File: src/rtl/mem_port_arbiter_if.sv
// mem_port_arbiter_if: fetch, load/store and shared-memory handshake bundle.
// Rev 1.0
`default_nettype none

interface mem_port_arbiter_if #(
  parameter int ADDR_WIDTH = 32,
  parameter int DATA_WIDTH = 32
);
  logic                    if_req;
  logic [ADDR_WIDTH-1:0]   if_addr;
  logic                    if_gnt;
  logic                    if_rvalid;
  logic [DATA_WIDTH-1:0]   if_rdata;
  logic                    flush;

  logic                    ls_req;
  logic                    ls_we;
  logic [ADDR_WIDTH-1:0]   ls_addr;
  logic [DATA_WIDTH-1:0]   ls_wdata;
  logic [DATA_WIDTH/8-1:0] ls_be;
  logic                    ls_gnt;
  logic                    ls_rvalid;
  logic [DATA_WIDTH-1:0]   ls_rdata;

  logic                    mem_req;
  logic                    mem_we;
  logic [ADDR_WIDTH-1:0]   mem_addr;
  logic [DATA_WIDTH-1:0]   mem_wdata;
  logic [DATA_WIDTH/8-1:0] mem_be;
  logic                    mem_gnt;
  logic                    mem_rvalid;
  logic [DATA_WIDTH-1:0]   mem_rdata;

  // Arbiter view.
  modport master (
    input  if_req, if_addr, flush,
    output if_gnt, if_rvalid, if_rdata,
    input  ls_req, ls_we, ls_addr, ls_wdata, ls_be,
    output ls_gnt, ls_rvalid, ls_rdata,
    output mem_req, mem_we, mem_addr, mem_wdata, mem_be,
    input  mem_gnt, mem_rvalid, mem_rdata
  );

  // Requester / memory side view.
  modport slave (
    output if_req, if_addr, flush,
    input  if_gnt, if_rvalid, if_rdata,
    output ls_req, ls_we, ls_addr, ls_wdata, ls_be,
    input  ls_gnt, ls_rvalid, ls_rdata,
    input  mem_req, mem_we, mem_addr, mem_wdata, mem_be,
    output mem_gnt, mem_rvalid, mem_rdata
  );
endinterface

`default_nettype wire

File: src/rtl/mem_port_arbiter.sv
// mem_port_arbiter: shares one memory port between fetch and load/store, one transaction in flight.
// Rev 1.0
`default_nettype none

module mem_port_arbiter #(
  parameter int ADDR_WIDTH   = 32,
  parameter int DATA_WIDTH   = 32,
  parameter int STARVE_LIMIT = 3
) (
  input  wire logic               clk,
  input  wire logic               rst,
  mem_port_arbiter_if.master      bus
);

  typedef enum logic [1:0] {
    IDLE    = 2'd0,
    BUSY_IF = 2'd1,
    BUSY_LS = 2'd2
  } state_e;

  localparam logic [1:0] STARVE_MAX = 2'(STARVE_LIMIT);

  state_e     state_q, state_d;
  logic [1:0] starve_q, starve_d;
  logic       drop_q, drop_d;

  logic run;
  logic in_idle;
  logic sel_if;
  logic handshake;

  assign run     = rst;
  assign in_idle = (state_q == IDLE);

  // LS wins unless fetch has waited through STARVE_LIMIT LS grants.
  assign sel_if    = bus.if_req && (!bus.ls_req || (starve_q == STARVE_MAX));
  assign handshake = bus.mem_req && bus.mem_gnt;

  assign bus.mem_req   = run && in_idle && (bus.if_req || bus.ls_req);
  assign bus.mem_we    = sel_if ? 1'b0 : bus.ls_we;
  assign bus.mem_addr  = sel_if ? bus.if_addr : bus.ls_addr;
  assign bus.mem_wdata = bus.ls_wdata;
  assign bus.mem_be    = sel_if ? {(DATA_WIDTH/8){1'b1}} : bus.ls_be;

  assign bus.if_gnt = run && in_idle && sel_if && bus.mem_gnt;
  assign bus.ls_gnt = run && in_idle && !sel_if && bus.ls_req && bus.mem_gnt;

  // A flush on the response cycle itself must also hide the stale fetch.
  assign bus.if_rvalid = run && (state_q == BUSY_IF) && bus.mem_rvalid && !drop_q && !bus.flush;
  assign bus.ls_rvalid = run && (state_q == BUSY_LS) && bus.mem_rvalid;
  assign bus.if_rdata  = bus.mem_rdata;
  assign bus.ls_rdata  = bus.mem_rdata;

  always_comb begin
    state_d  = state_q;
    starve_d = starve_q;
    drop_d   = drop_q;
    case (state_q)
      IDLE: begin
        drop_d = 1'b0;
        if (handshake) begin
          if (sel_if) begin
            state_d  = BUSY_IF;
            starve_d = 2'd0;
            drop_d   = bus.flush;
          end else begin
            state_d = BUSY_LS;
            if (bus.if_req && (starve_q < STARVE_MAX)) begin
              starve_d = starve_q + 2'd1;
            end
          end
        end
      end
      BUSY_IF: begin
        if (bus.mem_rvalid) begin
          state_d = IDLE;
          drop_d  = 1'b0;
        end else if (bus.flush) begin
          drop_d = 1'b1;
        end
      end
      BUSY_LS: begin
        if (bus.mem_rvalid) begin
          state_d = IDLE;
        end
      end
      default: begin
        state_d = IDLE;
        drop_d  = 1'b0;
      end
    endcase
  end

  always_ff @(posedge clk) begin
    if (!rst) begin
      state_q  <= IDLE;
      starve_q <= 2'd0;
      drop_q   <= 1'b0;
    end else begin
      state_q  <= state_d;
      starve_q <= starve_d;
      drop_q   <= drop_d;
    end
  end

endmodule

`default_nettype wire

File: src/flat_wrapper.sv
// flat-port wrapper written by rule: the top's interface ports become plain ports
module mem_port_arbiter_flat 
#(
  parameter int ADDR_WIDTH   = 32,
  parameter int DATA_WIDTH   = 32,
  parameter int STARVE_LIMIT = 3
)
  (clk, rst, bus_if_req, bus_if_addr, bus_flush, bus_if_gnt, bus_if_rvalid, bus_if_rdata, bus_ls_req, bus_ls_we, bus_ls_addr, bus_ls_wdata, bus_ls_be, bus_ls_gnt, bus_ls_rvalid, bus_ls_rdata, bus_mem_req, bus_mem_we, bus_mem_addr, bus_mem_wdata, bus_mem_be, bus_mem_gnt, bus_mem_rvalid, bus_mem_rdata);
  mem_port_arbiter_if #(.ADDR_WIDTH(ADDR_WIDTH), .DATA_WIDTH(DATA_WIDTH)) bus_i ();
  input  wire logic clk;
  input  wire logic rst;
  input wire logic [$bits(bus_i.if_req)-1:0] bus_if_req;
  input wire logic [$bits(bus_i.if_addr)-1:0] bus_if_addr;
  input wire logic [$bits(bus_i.flush)-1:0] bus_flush;
  output wire logic [$bits(bus_i.if_gnt)-1:0] bus_if_gnt;
  output wire logic [$bits(bus_i.if_rvalid)-1:0] bus_if_rvalid;
  output wire logic [$bits(bus_i.if_rdata)-1:0] bus_if_rdata;
  input wire logic [$bits(bus_i.ls_req)-1:0] bus_ls_req;
  input wire logic [$bits(bus_i.ls_we)-1:0] bus_ls_we;
  input wire logic [$bits(bus_i.ls_addr)-1:0] bus_ls_addr;
  input wire logic [$bits(bus_i.ls_wdata)-1:0] bus_ls_wdata;
  input wire logic [$bits(bus_i.ls_be)-1:0] bus_ls_be;
  output wire logic [$bits(bus_i.ls_gnt)-1:0] bus_ls_gnt;
  output wire logic [$bits(bus_i.ls_rvalid)-1:0] bus_ls_rvalid;
  output wire logic [$bits(bus_i.ls_rdata)-1:0] bus_ls_rdata;
  output wire logic [$bits(bus_i.mem_req)-1:0] bus_mem_req;
  output wire logic [$bits(bus_i.mem_we)-1:0] bus_mem_we;
  output wire logic [$bits(bus_i.mem_addr)-1:0] bus_mem_addr;
  output wire logic [$bits(bus_i.mem_wdata)-1:0] bus_mem_wdata;
  output wire logic [$bits(bus_i.mem_be)-1:0] bus_mem_be;
  input wire logic [$bits(bus_i.mem_gnt)-1:0] bus_mem_gnt;
  input wire logic [$bits(bus_i.mem_rvalid)-1:0] bus_mem_rvalid;
  input wire logic [$bits(bus_i.mem_rdata)-1:0] bus_mem_rdata;
  assign bus_i.if_req = bus_if_req;
  assign bus_i.if_addr = bus_if_addr;
  assign bus_i.flush = bus_flush;
  assign bus_if_gnt = bus_i.if_gnt;
  assign bus_if_rvalid = bus_i.if_rvalid;
  assign bus_if_rdata = bus_i.if_rdata;
  assign bus_i.ls_req = bus_ls_req;
  assign bus_i.ls_we = bus_ls_we;
  assign bus_i.ls_addr = bus_ls_addr;
  assign bus_i.ls_wdata = bus_ls_wdata;
  assign bus_i.ls_be = bus_ls_be;
  assign bus_ls_gnt = bus_i.ls_gnt;
  assign bus_ls_rvalid = bus_i.ls_rvalid;
  assign bus_ls_rdata = bus_i.ls_rdata;
  assign bus_mem_req = bus_i.mem_req;
  assign bus_mem_we = bus_i.mem_we;
  assign bus_mem_addr = bus_i.mem_addr;
  assign bus_mem_wdata = bus_i.mem_wdata;
  assign bus_mem_be = bus_i.mem_be;
  assign bus_i.mem_gnt = bus_mem_gnt;
  assign bus_i.mem_rvalid = bus_mem_rvalid;
  assign bus_i.mem_rdata = bus_mem_rdata;
  mem_port_arbiter #(.ADDR_WIDTH(ADDR_WIDTH), .DATA_WIDTH(DATA_WIDTH), .STARVE_LIMIT(STARVE_LIMIT)) u_core (.clk(clk), .rst(rst), .bus(bus_i));
endmodule
File: config.mk
export PLATFORM = sky130hd
export DESIGN_NAME = mem_port_arbiter_flat
export DESIGN_NICKNAME = d
export VERILOG_FILES = /design/src/rtl/mem_port_arbiter_if.sv /design/src/rtl/mem_port_arbiter.sv /design/src/flat_wrapper.sv
export SDC_FILE = /design/constraint.sdc
export NUM_CORES = 1
export LEC_CHECK = 0
export BUFFER_PORTS_ARGS = -buffer_cell sky130_fd_sc_hd__clkbuf_2
export CAP_MARGIN = 20
export CORE_AREA = 2 2 107 109
export CTS_BUF_LIST = sky130_fd_sc_hd__clkbuf_2 sky130_fd_sc_hd__clkbuf_4 sky130_fd_sc_hd__clkbuf_8
export CTS_CLUSTER_SIZE = 16
export DETAILED_ROUTE_END_ITERATION = 16
export DIE_AREA = 0 0 109 111
export PLACE_DENSITY_LB_ADDON = 0.08
export SETUP_SLACK_MARGIN = 0.02
export SLEW_MARGIN = 10
export SYNTH_ARGS = -nofsm -noshare
export SYNTH_HDL_FRONTEND = slang
export SYNTH_SLANG_ARGS = --single-unit
export TNS_END_PERCENT = 5
File: constraint.sdc
create_clock -name clk -period 1.65 [get_ports clk]
set_input_delay 0.2475 -clock clk [delete_from_list [all_inputs] [get_ports clk]]
set_output_delay 0.2475 -clock clk [all_outputs]
set_load 0.005 [all_outputs]
# == After elaboration in Yosys (flattened, before gate mapping) ==
# Cells that the tools add are included.
# Widths: inputs -> output; s select.
# op_classes
multipliers,0
bitwise_logic,1
n_reduce_logical,28
n_mux,14
shifts,0
order_cmp,1
n_div,0
eq_ne,6
n_addsub,1
# op_table
cell,count
$mux 32,1
$logic_and 1x1->1,16
$mux 2,5
$mux 1,5
$eq 2x2->1 const B,2
$logic_not 1->1,4
$mux 4,1
$pmux 2 s2,1
$reduce_and 2->1,2
$ne 3x3->1 const B,1
$pmux 1 s3,1
$reduce_and 3->1,1
$add 2x1->2 const B,1
$eq 2x1->1 const B,1
$logic_not 2->1,1
$logic_or 1x1->1,2
$lt 2x2->1 const B,1
$ne 2x1->1 const B,1
$ne 2x2->1 const B,1
$reduce_bool 2->1,1
$reduce_or 2->1,1
$not 1->1,1
# word_totals
n_memories,0
mem_bits_ro,0
ram_bits,0
out_inout_bits,138
latch_bits,0
ff_bits,5
input_bits,140
wordCells,54

# == Longest topological paths before layout ==
# logic_depth
depth_word,7
depth_mapped,6

# == Least setup slack after synthesis ==
# No wires, ideal clock.
# synth_timing
path_type,flip-flop to output port
startpoint,register u_core.starve_q[0]
endpoint,output port bus_mem_addr[4]
required_time_ps,1402
setup_slack_ps,62
path_stages_with_launch,7
t_arrival_ps,1340
cell_sequence,dfxtp_1 -> ha_1 -> nand2b_2 -> nand2_2 -> buf_6 -> buf_6 -> mux2_4
# synth_via
elab_chain_cells,4
# synth_rtl
element,line_no,text
"start, declared",mem_port_arbiter.sv:24,"logic [1:0] starve_q, starve_d;"
"start signal, assigned",mem_port_arbiter.sv:101,starve_q <= starve_d;
$eq 2x2->1,mem_port_arbiter.sv:36,assign sel_if = bus.if_req && (!bus.ls_req || (starve_q == STARVE_MAX));
$logic_or 1x1->1,mem_port_arbiter.sv:36,
$logic_and 1x1->1,mem_port_arbiter.sv:36,
$mux 32,mem_port_arbiter.sv:41,assign bus.mem_addr = sel_if ? bus.if_addr : bus.ls_addr;
"end, declared",flat_wrapper.sv:28,output wire logic [$bits(bus_i.mem_addr)-1:0] bus_mem_addr;
# No other way between the ends.

# == Worst setup path after layout ==
# Ends and elaborated chain as after synthesis.

==> flow_metrics.tcl <==
set metrics [dict create \
    route.detailed.wl_per_inst_um 13.55 \
    critical_path_peak_fanout 8 \
    timing.rr.end "u_core.starve_q[0]" \
    cts_htree_levels 1 \
    crit_slowest_cell "sky130_fd_sc_hd__dfxtp_2" \
    dpl.hpwl_um 3830 \
    fin_skew_ns 0.004241 \
    clock_insertion_delay_worst_skew_ns 0.22 \
    clk_transition_reported_paths_ns 0.04 \
    fmax_mhz 551.5 \
    detail_route.drc_violations 0 \
    critPathRequiredTime_ns 1.40 \
    place_ws_ns -0.05229 \
    grt_setup_unrepaired "true" \
    r2r_start "u_core.starve_q[0]" \
    timing.slew.headroom_pct 84.17 \
    reg2regPathDepth 5 \
    number_of_antenna_violations_at_the_first_check_in_global_routing 0 \
    numCtsBuffers 3 \
    cts.path.max_buffers 2 \
    floorplan.initialDensity_pct 14.29 \
    syn_inst_count 183 \
    setup_violations 37 \
    finalSetupTns_ns -4.496 \
    hp-class "in -> reg" \
    dieWidth_um 109 \
    die_y_um 111 \
    post-route-min-period_ns 1.813 \
    grt_first_pass_wirelength_um 6492 \
    final.fill_count 1280 \
    root_buffer "sky130_fd_sc_hd__clkbuf_8" \
    ys_ff_latch 5 \
    crit_end "bus_mem_addr[4]" \
    outcome "finished with violations" \
    critical_path_arrival_ns 1.57 \
    drt_pre_antenna_iters 3 \
    std_cell_rows 39 \
    final_net_count 359 \
    hold_violations 0 \
    max_stage_delay_ns 0.31 \
    failed_checks "negative setup slack" \
    ir_worst_vdd_v 0.0001706 \
    regArea_um2 102.6 \
    totalWireLength_um 4837 \
    finish.utilization_pct 17.28 \
    area_delta_synth_final_pct 20.95 \
    kind_of_critical_path "reg -> out" \
    layout-drive-gt1-share_pct 80.37 \
    placeableCoreArea_um2 11080 \
    grt_use_total_pct 7.058 \
    ioPinCount 278 \
    synth.cell_area_um2 1583 \
    clock_sinks 5 \
    total_nets_after_synthesis 327 \
    die_area_um2 12100 \
    io_buffer_count 117 \
    synth.avg_cell_area_um2 8.649 \
    n_antenna_cell 0 \
    cp-startpoint "u_core.starve_q[0]" \
    timing.critical_path.depth 6 \
    tightest_slew_ns 0.2375 \
    routed_via_density 3.518 \
    cp_startpoint_kind "flop" \
    globalplace.congestion 0.6647 \
    p_leak_uw 0.001064 \
    category_of_cells_accounting_for_the_largest_share_of_critical_path_delay "flip-flops" \
    grt_remaining_overflow 0 \
    grt_pass1_vias 1238 \
    timing.critical_path.buf_inv 2 \
    grt_max_degree 12 \
    number_of_violations_reported_at_the_end_of_detailed_routing_iteration_0 15 \
    crit_path_cell_trace "ha_2 -> nand2b_4 -> nand2_8 -> buf_12 -> mux2_4 -> buf_6" \
    worst_slack_ns -0.1632 \
    power.density_nw_per_um2 424.7 \
    drt.antenna.violating_nets 0 \
    combined_area_of_the_multi_input_logic_cells_um2 795.8 \
    detailroute.via_count 1256 \
    reg2reg_setup_slack_ns 0.30 \
    post_synth_num_cell_types 28 \
    layout_worst_path_cycle_share_pct 109.9 \
    yosysWarningCount 0 \
    clock_tree_from_tritoncts "built" \
    timing.final.max_slew_violations 0 \
    synth-seq-area-share_pct 6.324 \
    end_kind "output pin" \
    max_cap_viol_count 0 \
]
## layout make-up
cell class / count / share of cell area (%)
clock buffers: 4 / 2.549
inverters: 4 / 0.7843
multi-input cells: 73 / 41.57
flip-flops and latches: 5 / 5.359
well taps: 143 / 9.346
repair buffers: 128 / 40.39
## through the flow
step	total power [uW]	instance area [um2]	instances	hold slack (ns)
global route	873.0	1914	357	0.4476
finish	813.1	1914	357	0.4176
floorplan	495.3	1583	183	0.3951
global placement	505.8	1649	349	0.4723
CTS	818.9	1876	357	0.4194
detailed placement	501.6	1649	349	0.4648
## worst min-delay path: stages
cell                       delay, ns
sky130_fd_sc_hd__clkbuf_2       0.18
sky130_fd_sc_hd__o21ai_0        0.11
sky130_fd_sc_hd__a21oi_1        0.05
## routing by layer
| layer | wire length (um) | track usage (%) | up-vias | share of wire, % |
|---|---|---|---|---|
| met4 | 100 | 3.419 | 0 | 2.1 |
| met1 | 1880 | 7.624 | 549 | 39 |
| met5 | 0 | 0 | - | 0 |
| met3 | 680 | 3.351 | 23 | 14 |
| li1 | - | - | 573 | - |
| met2 | 2176 | 11.43 | 111 | 45 |
## registers in the layout, indices dropped and copies added, names as in the netlist
name	count
u_core.drop_q	1
u_core.state_q	2
u_core.starve_q	2
## kinds of logic after synthesis
logic type	count (synthesis)	synth area share [%]
buf+inv	105	49.96
simple gates	25	9.329
compound gates	12	5.138
flops	5	6.324
fa+ha+maj	4	3.162
mux	32	26.09
## layout by cell type, fill, tap and decap left out, types with 2 or more instances in the layout
| cell type | netlist | layout |
|---|---|---|
| sky130_fd_sc_hd__buf_4 | 97 | 4 |
| sky130_fd_sc_hd__ha_1 | 4 | 2 |
| sky130_fd_sc_hd__nand4_1 | 3 | 3 |
| sky130_fd_sc_hd__clkbuf_8 | 0 | 3 |
| sky130_fd_sc_hd__mux2_4 | 14 | 32 |
| sky130_fd_sc_hd__inv_1 | 4 | 3 |
| sky130_fd_sc_hd__a21oi_1 | 3 | 3 |
| sky130_fd_sc_hd__or3_1 | 2 | 2 |
| sky130_fd_sc_hd__o22ai_1 | 2 | 2 |
| sky130_fd_sc_hd__a21boi_1 | 2 | 2 |
| sky130_fd_sc_hd__clkbuf_2 | 0 | 115 |
| sky130_fd_sc_hd__clkbuf_16 | 0 | 2 |
| sky130_fd_sc_hd__nand2b_1 | 5 | 5 |
| sky130_fd_sc_hd__dfxtp_2 | 0 | 2 |
| sky130_fd_sc_hd__dfxtp_1 | 5 | 3 |
| sky130_fd_sc_hd__and2_1 | 2 | 2 |
| sky130_fd_sc_hd__nor2b_1 | 2 | 2 |
| sky130_fd_sc_hd__buf_6 | 2 | 2 |
| sky130_fd_sc_hd__buf_12 | 1 | 4 |
| sky130_fd_sc_hd__nand2_1 | 4 | 4 |
| sky130_fd_sc_hd__o21ai_0 | 2 | 2 |
## report_power, final
part | switching [uW] | internal, uW
clock | 63.3 | 183
combinational | 160 | 276
sequential | 3.39 | 127
## synthesized netlist by cell type
cell,number,area [um2]
sky130_fd_sc_hd__buf_4,97,728.2
sky130_fd_sc_hd__mux2_2,18,202.7
sky130_fd_sc_hd__mux2_4,14,210.2
sky130_fd_sc_hd__dfxtp_1,5,100.1
sky130_fd_sc_hd__nand2b_1,5,31.28
sky130_fd_sc_hd__ha_1,4,50.05
sky130_fd_sc_hd__inv_1,4,15.01
sky130_fd_sc_hd__nand2_1,4,15.01
sky130_fd_sc_hd__a21oi_1,3,15.01
sky130_fd_sc_hd__nand4_1,3,18.77
sky130_fd_sc_hd__a21boi_1,2,15.01
sky130_fd_sc_hd__and2_1,2,12.51
sky130_fd_sc_hd__buf_6,2,22.52
sky130_fd_sc_hd__nor2_1,2,7.510
sky130_fd_sc_hd__nor2b_1,2,12.51
sky130_fd_sc_hd__o21ai_0,2,10.01
sky130_fd_sc_hd__o22ai_1,2,12.51
sky130_fd_sc_hd__or3_1,2,12.51
sky130_fd_sc_hd__and2b_1,1,7.510
sky130_fd_sc_hd__and3_1,1,6.260
sky130_fd_sc_hd__buf_12,1,20.02
sky130_fd_sc_hd__buf_2,1,5.000
sky130_fd_sc_hd__nand2_2,1,6.260
sky130_fd_sc_hd__nand2b_2,1,8.760
sky130_fd_sc_hd__nand4b_1,1,8.760
sky130_fd_sc_hd__o2111a_1,1,11.26
sky130_fd_sc_hd__o211a_1,1,10.01
sky130_fd_sc_hd__o21a_1,1,7.510
## worst min-delay path by stage
stage	end	cells after the start	startpoint	slack, ns
6_report	u_core.drop_q	3	rst	0.42
3_5_place_dp	u_core.starve_q[1]	2	u_core.starve_q[1]	0.46
5_1_grt	u_core.starve_q[1]	2	rst	0.45
4_1_cts	u_core.drop_q	3	rst	0.42
3_3_place_gp	u_core.starve_q[1]	2	u_core.starve_q[1]	0.47
2_1_floorplan	u_core.drop_q	2	bus_if_req	0.40
## repair_timing
| action | 4_1_cts | 5_1_grt |
|---|---|---|
| resized for setup | 21 | 15 |
| cloned | 2 | 2 |
| hold buffers | 0 | 0 |
| buffers inserted | 2 | 0 |
| pin swaps | 2 | 0 |
| endpoints found under the setup margin | 39 | 39 |
(Power assumes the default switching activity.)
